**src/rtl/pc_fetch_ctrl.sv**
```systemverilog
// pc_fetch_ctrl: program-counter sequencer for the fetch stage.
// Advances the PC each cycle, holds it on a decode hazard, and on a branch
// redirect loads the target and asserts flush_ifid for FLUSH_CYCLES cycles
// so that the wrong-path instructions already in IF/ID are squashed.
//
// state  | meaning
// -------+-----------------------------------------------------------------
// RUN    | sequential fetch, pc advances by one each cycle
// HOLD   | decode hazard, pc held and its re-fetch is marked not valid
// FLUSH  | redirect taken, IF/ID flushed, new path fetched sequentially
//
// Branch requests arriving during FLUSH come from wrong-path instructions
// and are dropped. The unused encoding 2'b11 falls back to RUN without
// disturbing pc.
module pc_fetch_ctrl #(
  parameter int                  PC_WIDTH     = 7,
  parameter logic [PC_WIDTH-1:0] RESET_PC     = '0,
  parameter int                  FLUSH_CYCLES = 2
) (
  input  logic                clk,
  input  logic                reset,
  input  logic                stall,
  input  logic                branch_taken,
  input  logic [PC_WIDTH-1:0] branch_pc,
  output logic [PC_WIDTH-1:0] pc,
  output logic [PC_WIDTH-1:0] pc_next,
  output logic                fetch_valid,
  output logic                flush_ifid,
  output logic [7:0]          redirect_count
);

  typedef enum logic [1:0] {
    S_RUN   = 2'b00,
    S_HOLD  = 2'b01,
    S_FLUSH = 2'b10
  } state_t;

  // The counter is loaded with FLUSH_CYCLES-1 and leaves FLUSH on the edge
  // where it reads zero, which yields exactly FLUSH_CYCLES flush cycles.
  localparam logic [2:0] FLUSH_LOAD = 3'(FLUSH_CYCLES - 1);

  state_t              r_state;
  logic [PC_WIDTH-1:0] r_pc;
  logic [2:0]          r_flush_cnt;
  logic                r_flush_ifid;
  logic                r_fetch_valid;
  logic [7:0]          r_redirect_count;

  logic [PC_WIDTH-1:0] w_pc_next;
  logic [7:0]          w_redirect_count_inc;

  // Sequential successor wraps naturally at the PC width.
  assign w_pc_next = r_pc + PC_WIDTH'(1);

  // Redirect counter saturates at 255.
  assign w_redirect_count_inc = (r_redirect_count == 8'hFF) ? r_redirect_count
                                                            : r_redirect_count + 8'd1;

  // Fetch FSM: pc, flush counter, and registered status outputs.
  always_ff @(posedge clk or posedge reset) begin
    if (reset) begin
      r_state          <= S_RUN;
      r_pc             <= RESET_PC;
      r_flush_cnt      <= 3'd0;
      r_flush_ifid     <= 1'b0;
      r_fetch_valid    <= 1'b1;
      r_redirect_count <= 8'd0;
    end else begin
      case (r_state)
        S_RUN, S_HOLD: begin
          if (branch_taken) begin
            r_pc             <= branch_pc;
            r_flush_cnt      <= FLUSH_LOAD;
            r_state          <= S_FLUSH;
            r_flush_ifid     <= 1'b1;
            r_fetch_valid    <= 1'b1;
            r_redirect_count <= w_redirect_count_inc;
          end else if (stall) begin
            r_state       <= S_HOLD;
            r_flush_ifid  <= 1'b0;
            r_fetch_valid <= 1'b0;
          end else begin
            r_pc          <= w_pc_next;
            r_state       <= S_RUN;
            r_flush_ifid  <= 1'b0;
            r_fetch_valid <= 1'b1;
          end
        end
        S_FLUSH: begin
          r_pc          <= w_pc_next;
          r_fetch_valid <= 1'b1;
          if (r_flush_cnt == 3'd0) begin
            r_state      <= S_RUN;
            r_flush_ifid <= 1'b0;
          end else begin
            r_flush_cnt  <= r_flush_cnt - 3'd1;
            r_flush_ifid <= 1'b1;
          end
        end
        default: begin
          r_state       <= S_RUN;
          r_flush_cnt   <= 3'd0;
          r_flush_ifid  <= 1'b0;
          r_fetch_valid <= 1'b1;
        end
      endcase
    end
  end

  assign pc             = r_pc;
  assign pc_next        = w_pc_next;
  assign fetch_valid    = r_fetch_valid;
  assign flush_ifid     = r_flush_ifid;
  assign redirect_count = r_redirect_count;

endmodule

```
**config.mk**
```make
export PLATFORM = sky130hd
export DESIGN_NAME = pc_fetch_ctrl
export DESIGN_NICKNAME = d
export VERILOG_FILES = /design/src/rtl/pc_fetch_ctrl.sv
export SDC_FILE = /design/constraint.sdc
export NUM_CORES = 1
export LEC_CHECK = 0
export ABC_AREA = 1
export BUFFER_PORTS_ARGS = -buffer_cell sky130_fd_sc_hd__buf_4
export CAP_MARGIN = 10
export CORE_ASPECT_RATIO = 1.4
export CORE_MARGIN = 10
export CORE_UTILIZATION = 51
export DETAILED_ROUTE_END_ITERATION = 12
export HOLD_SLACK_MARGIN = 0.02
export PLACE_DENSITY = 0.78
export SYNTH_ARGS = -nofsm -noshare
export SYNTH_HDL_FRONTEND = slang
export SYNTH_SLANG_ARGS = --single-unit
```
**constraint.sdc**
```tcl
create_clock -name clk -period 1.3 [get_ports clk]
set_input_delay 0.13 -clock clk [delete_from_list [all_inputs] [get_ports clk]]
set_output_delay 0.13 -clock clk [all_outputs]
set_load 0.02 [all_outputs]
```
==> Word level (Yosys, flattened, before mapping) <==
Cells that the tools add are included.
{ "op_classes": {"n_eq_ne": 7, "reduce_logical": 7, "n_bitwise": 1, "n_mux": 16, "addsub": 3} }
{ "op_table": {"columns": ["operator", "n"], "rows": [
  ["$mux W7", 2],
  ["$pmux W7 S2", 1],
  ["$add A8 B1 Y8 const B", 1],
  ["$eq A8 B8 Y1 const B", 1],
  ["$add A7 B1 Y7 const B", 1],
  ["$mux W1", 6],
  ["$mux W3", 2],
  ["$ne A2 B2 Y1 const B", 3],
  ["$pmux W3 S2", 1],
  ["$mux W2", 2],
  ["$pmux W2 S2", 1],
  ["$reduce_and A2 Y1", 2],
  ["$logic_not A3 Y1", 1],
  ["$ne A3 B3 Y1 const B", 1],
  ["$reduce_and A3 Y1", 1],
  ["$sub A3 B1 Y3 const B", 1],
  ["$eq A2 B1 Y1 const B", 1],
  ["$eq A2 B2 Y1 const B", 1],
  ["$logic_not A2 Y1", 1],
  ["$pmux W1 S2", 1],
  ["$reduce_bool A2 Y1", 1],
  ["$reduce_or A2 Y1", 1],
  ["$not A1 Y1", 1]
]} }
{ "word_totals": {"out_inout_bits": 24, "elab_cells": 40, "reg_bits": 22} }

==> Depth between registers and ports, before layout <==
{ "depth": {"depth_word": 4, "ltp_mapped": 8} }

==> Least setup slack after synthesis <==
No wires, ideal clock.
{ "synth_path": {"path_type": "reg2reg", "from": "register r_redirect_count[0] (netlist: redirect_count[0])", "to": "register r_redirect_count[7] (netlist: redirect_count[7])", "stages_incl_launch_ff": 9, "t_required_ns": 1.183, "setup_time_ns": 0.117, "path_slack_ns": -0.086, "arrival_time_ns": 1.269, "cell_sequence": "dfrtp_1 ha_1 nand2_1 inv_1 nand3_1 nand2_2 inv_1 nand2_1 nand2_1"} }
{ "synth_between": {"elab_chain_cells": 3, "word_cells_on_any_way": 4} }
{ "synth_lines": {"columns": ["item", "line_no", "text"], "rows": [
  ["start, declared", "47", "logic [7:0] r_redirect_count;"],
  ["start signal, assigned", "77", "r_redirect_count <= w_redirect_count_inc;"],
  ["branches (longest 3 deep; another with $add A8 B1 Y8)", null, null]
]} }
Parallel ways; which one is timed is not known.
A chain may end at the register's enable or synchronous reset.

==> Worst setup path in the final report <==
{ "layout_path": {"from": "register r_pc[0] (netlist: pc[0])", "to": "output pc_next[4]"} }
{ "layout_between": {"elab_chain_cells": 1} }
{ "layout_lines": {"columns": ["item", "line_no", "text"], "rows": [
  ["start, declared", "43", "logic [PC_WIDTH-1:0] r_pc;"],
  ["start signal, assigned", "72", "r_pc <= branch_pc;"],
  ["start signal, assigned", "83", "r_pc <= w_pc_next;"],
  ["start signal, assigned", "90", "r_pc <= w_pc_next;"],
  ["$add A7 B1 Y7", "53", "assign w_pc_next = r_pc + PC_WIDTH'(1);"],
  ["end, declared", "26", "output logic [PC_WIDTH-1:0] pc_next,"]
]} }
No other way between the ends.

==> results.json <==
{
  "first_pass_iters": 4,
  "endpoint_kind": "output port",
  "clock_path_buffers": 2,
  "vdd_drop_max_mv": 1.27,
  "layout-drive-gt1-share": 0.388,
  "ant_nets": 0,
  "wl_per_cell_um": 13.9,
  "dpl_cell_area_um2": 1580,
  "fillCellCount": 165,
  "fin_ws_ns": -0.265,
  "crit_path_cell_trace": "ha_4 > nand3_2 > xor2_1 > inv_1 > buf_6",
  "critPathKind": "flop to output port",
  "post-route-period-util": 1.20,
  "period_needed_ns": 1.56,
  "drt_iter0_drc": 30,
  "cts_root_buf": "clkbuf_4",
  "die-area_um2": 4850,
  "core_area_um2": 2360,
  "leakage_uw": 0.000986,
  "nets": 243,
  "power.density_nw_per_um2": 2750,
  "clock_sinks": 22,
  "via_per_inst": 5.07,
  "place_congestion": 0.804,
  "antenna_found_initial": 0,
  "violations": "negative setup slack",
  "rsz0062_at_grt": "true",
  "vias": 1268,
  "fin_skew_ns": 0.00205,
  "cp_max_fo": 4,
  "fmax_mhz": 639,
  "fin_setup_tns_ns": -1.28,
  "die_x_um": 61.8,
  "slowest_stage": "dfrtp_2",
  "fin_area_um2": 1860,
  "hold_path_class": "input port to flop",
  "yosysTopAreaCell": "dfrtp_1",
  "syn_area_per_cell_um2": 7.37,
  "start_kind": "flop",
  "io_buffers": 34,
  "grt_max_degree": 23,
  "syn_area_um2": 1240,
  "syn_to_final_growth_pct": 49.6,
  "netlist.area_leader.share": 0.422,
  "max-slew-margin-rel": 0.816,
  "tritoncts": "yes",
  "critPathBufInv": 2,
  "multiInputGateArea_um2": 677,
  "setup_viol": 8,
  "path_clk_slew_ns": 0.12,
  "insertion_delay_ns": 0.31,
  "fp.dieH_um": 78.5,
  "global_route.usage.total": 0.136,
  "drc": 0,
  "seqCellArea_um2": 561,
  "gr-total-overflow": 0,
  "postSynthCellCount": 169,
  "dp_slack_ns": 0.00292,
  "start_util": 0.526,
  "rows": 21,
  "grt_pass1_wl_um": 5160,
  "grt_pass1_vias": 1174,
  "cp.required_ns": 1.17,
  "synth_seq_cells": 22,
  "crit_family": "flip-flops",
  "num_antenna_cells": 0,
  "hold_violations": 0,
  "synth_area_leaders": "dfrtp_1 (42%), nand2_1 (18%), inv_1 (7.5%)",
  "dpl.hpwl_um": 2420,
  "final_cell_mix": "nand2_1 (59), buf_4 (45), inv_1 (21)",
  "utilization": 0.788,
  "synth.yosys.seq_area_share": 0.443,
  "synth_fp_nets": 184,
  "final_max_slew_viol_count": 0,
  "io_pins": 35,
  "totalWireLength_um": 3490,
  "drv_cap": 0,
  "yosysWarnings": 0,
  "h-tree-depth": 1,
  "crit_arrival_ns": 1.43,
  "outcome": "finished with violations",
  "final_common_cell": "nand2_1",
  "slowest_delay_ns": 0.46,
  "cts-buffers-inserted": 3,
  "synth_cell_types": 22,
  "worst_slew_pin_slew_ns": 0.276,
  "instances_no_fill": 250,
  "post-place-cells": 233
}
[Yosys cell counts]
master    count
nand2_2       4
inv_1        25
o21ai_0       5
nand4_1       2
xnor2_1       4
nand3_1      12
nor2_1       14
buf_6         1
o211ai_1      2
inv_2         2
nor2_2        1
xor2_1        3
dfrtp_1      21
o21ai_1       1
nor3_1        1
ha_1          4
nand3b_1      1
a21oi_1       1
nand2_1      60
a31oi_1       1
dfstp_2       1
o22ai_1       3
[tightest hold or removal path: cells and delay by family]
kind,cells,cell delay [ns]
AO/OA/AOI/OAI,1,0.08
AND/OR/NAND/NOR,1,0.06
buffers and inverters,1,0.08
[final timing paths]
path,start,to,slack [ns],cells after the start
setup / recovery,pc[0],pc_next[4],-0.26,5
hold / removal,branch_pc[2],pc[2],0.06,3
setup reg to reg,pc[1],pc[3],-0.22,10
hold reg to reg,r_flush_cnt[0],r_flush_cnt[0],0.51,2
max in group asynchronous,reset,fetch_valid,0.62,4
min in group asynchronous,reset,redirect_count[3],0.41,4
[layout make-up]
type | instances | area share
well taps | 23 | 0.0154
multi-input cells | 120 | 0.363
repair buffers | 54 | 0.235
inverters | 27 | 0.0571
clock buffers | 3 | 0.0121
clock inverters | 1 | 0.0161
flip-flops and latches | 22 | 0.301
[stage by stage]
stage          total power [µW]  hold slack [ns]
6_report                   5130           0.0592
5_1_grt                    5500           0.0617
4_1_cts                    4620           0.0556
3_5_place_dp               3770            0.192
3_3_place_gp               3680            0.191
2_1_floorplan              2760            0.118
[cells by family after synthesis]
logic type      share of synthesized area
buf+inv                            0.0905
xor+xnor                           0.0492
fa+ha+maj                          0.0402
simple gates                        0.317
compound gates                     0.0603
flops                               0.443
[registers in the layout, indices dropped and copies added (netlist names)]
| register | count |
|---|---|
| r_state | 2 |
| flush_ifid | 1 |
| redirect_count | 8 |
| fetch_valid | 1 |
| pc | 7 |
| r_flush_cnt | 3 |
[report_power, final]
part / total, µW / switching, µW / leakage (µW) / internal (µW)
clock network: 527 / 215 / 0.0000279 / 312
registers: 1270 / 296 / 0.000266 / 971
logic: 3330 / 1760 / 0.000692 / 1570
total: 5130 / 2270 / 0.000986 / 2860
[repair_timing]
action | CTS | global route
hold buffers | 1 | 0
setup buffers | 5 | 6
endpoints found under the hold margin | 21 | 0
endpoints found under the setup margin | 12 | 24
gates resized for setup | 11 | 25
cloned | 0 | 1
pin swaps | 4 | 6
[routing by layer]
| layer | global-route usage | wire [µm] | part of all wire |
|---|---|---|---|
| met1 | 0.144 | 1340 | 0.38 |
| met2 | 0.237 | 1830 | 0.53 |
| met5 | 0 | 0 | 0 |
| met3 | 0.0322 | 208 | 0.060 |
| met4 | 0.0650 | 104 | 0.030 |
(Power assumes the default switching activity.)
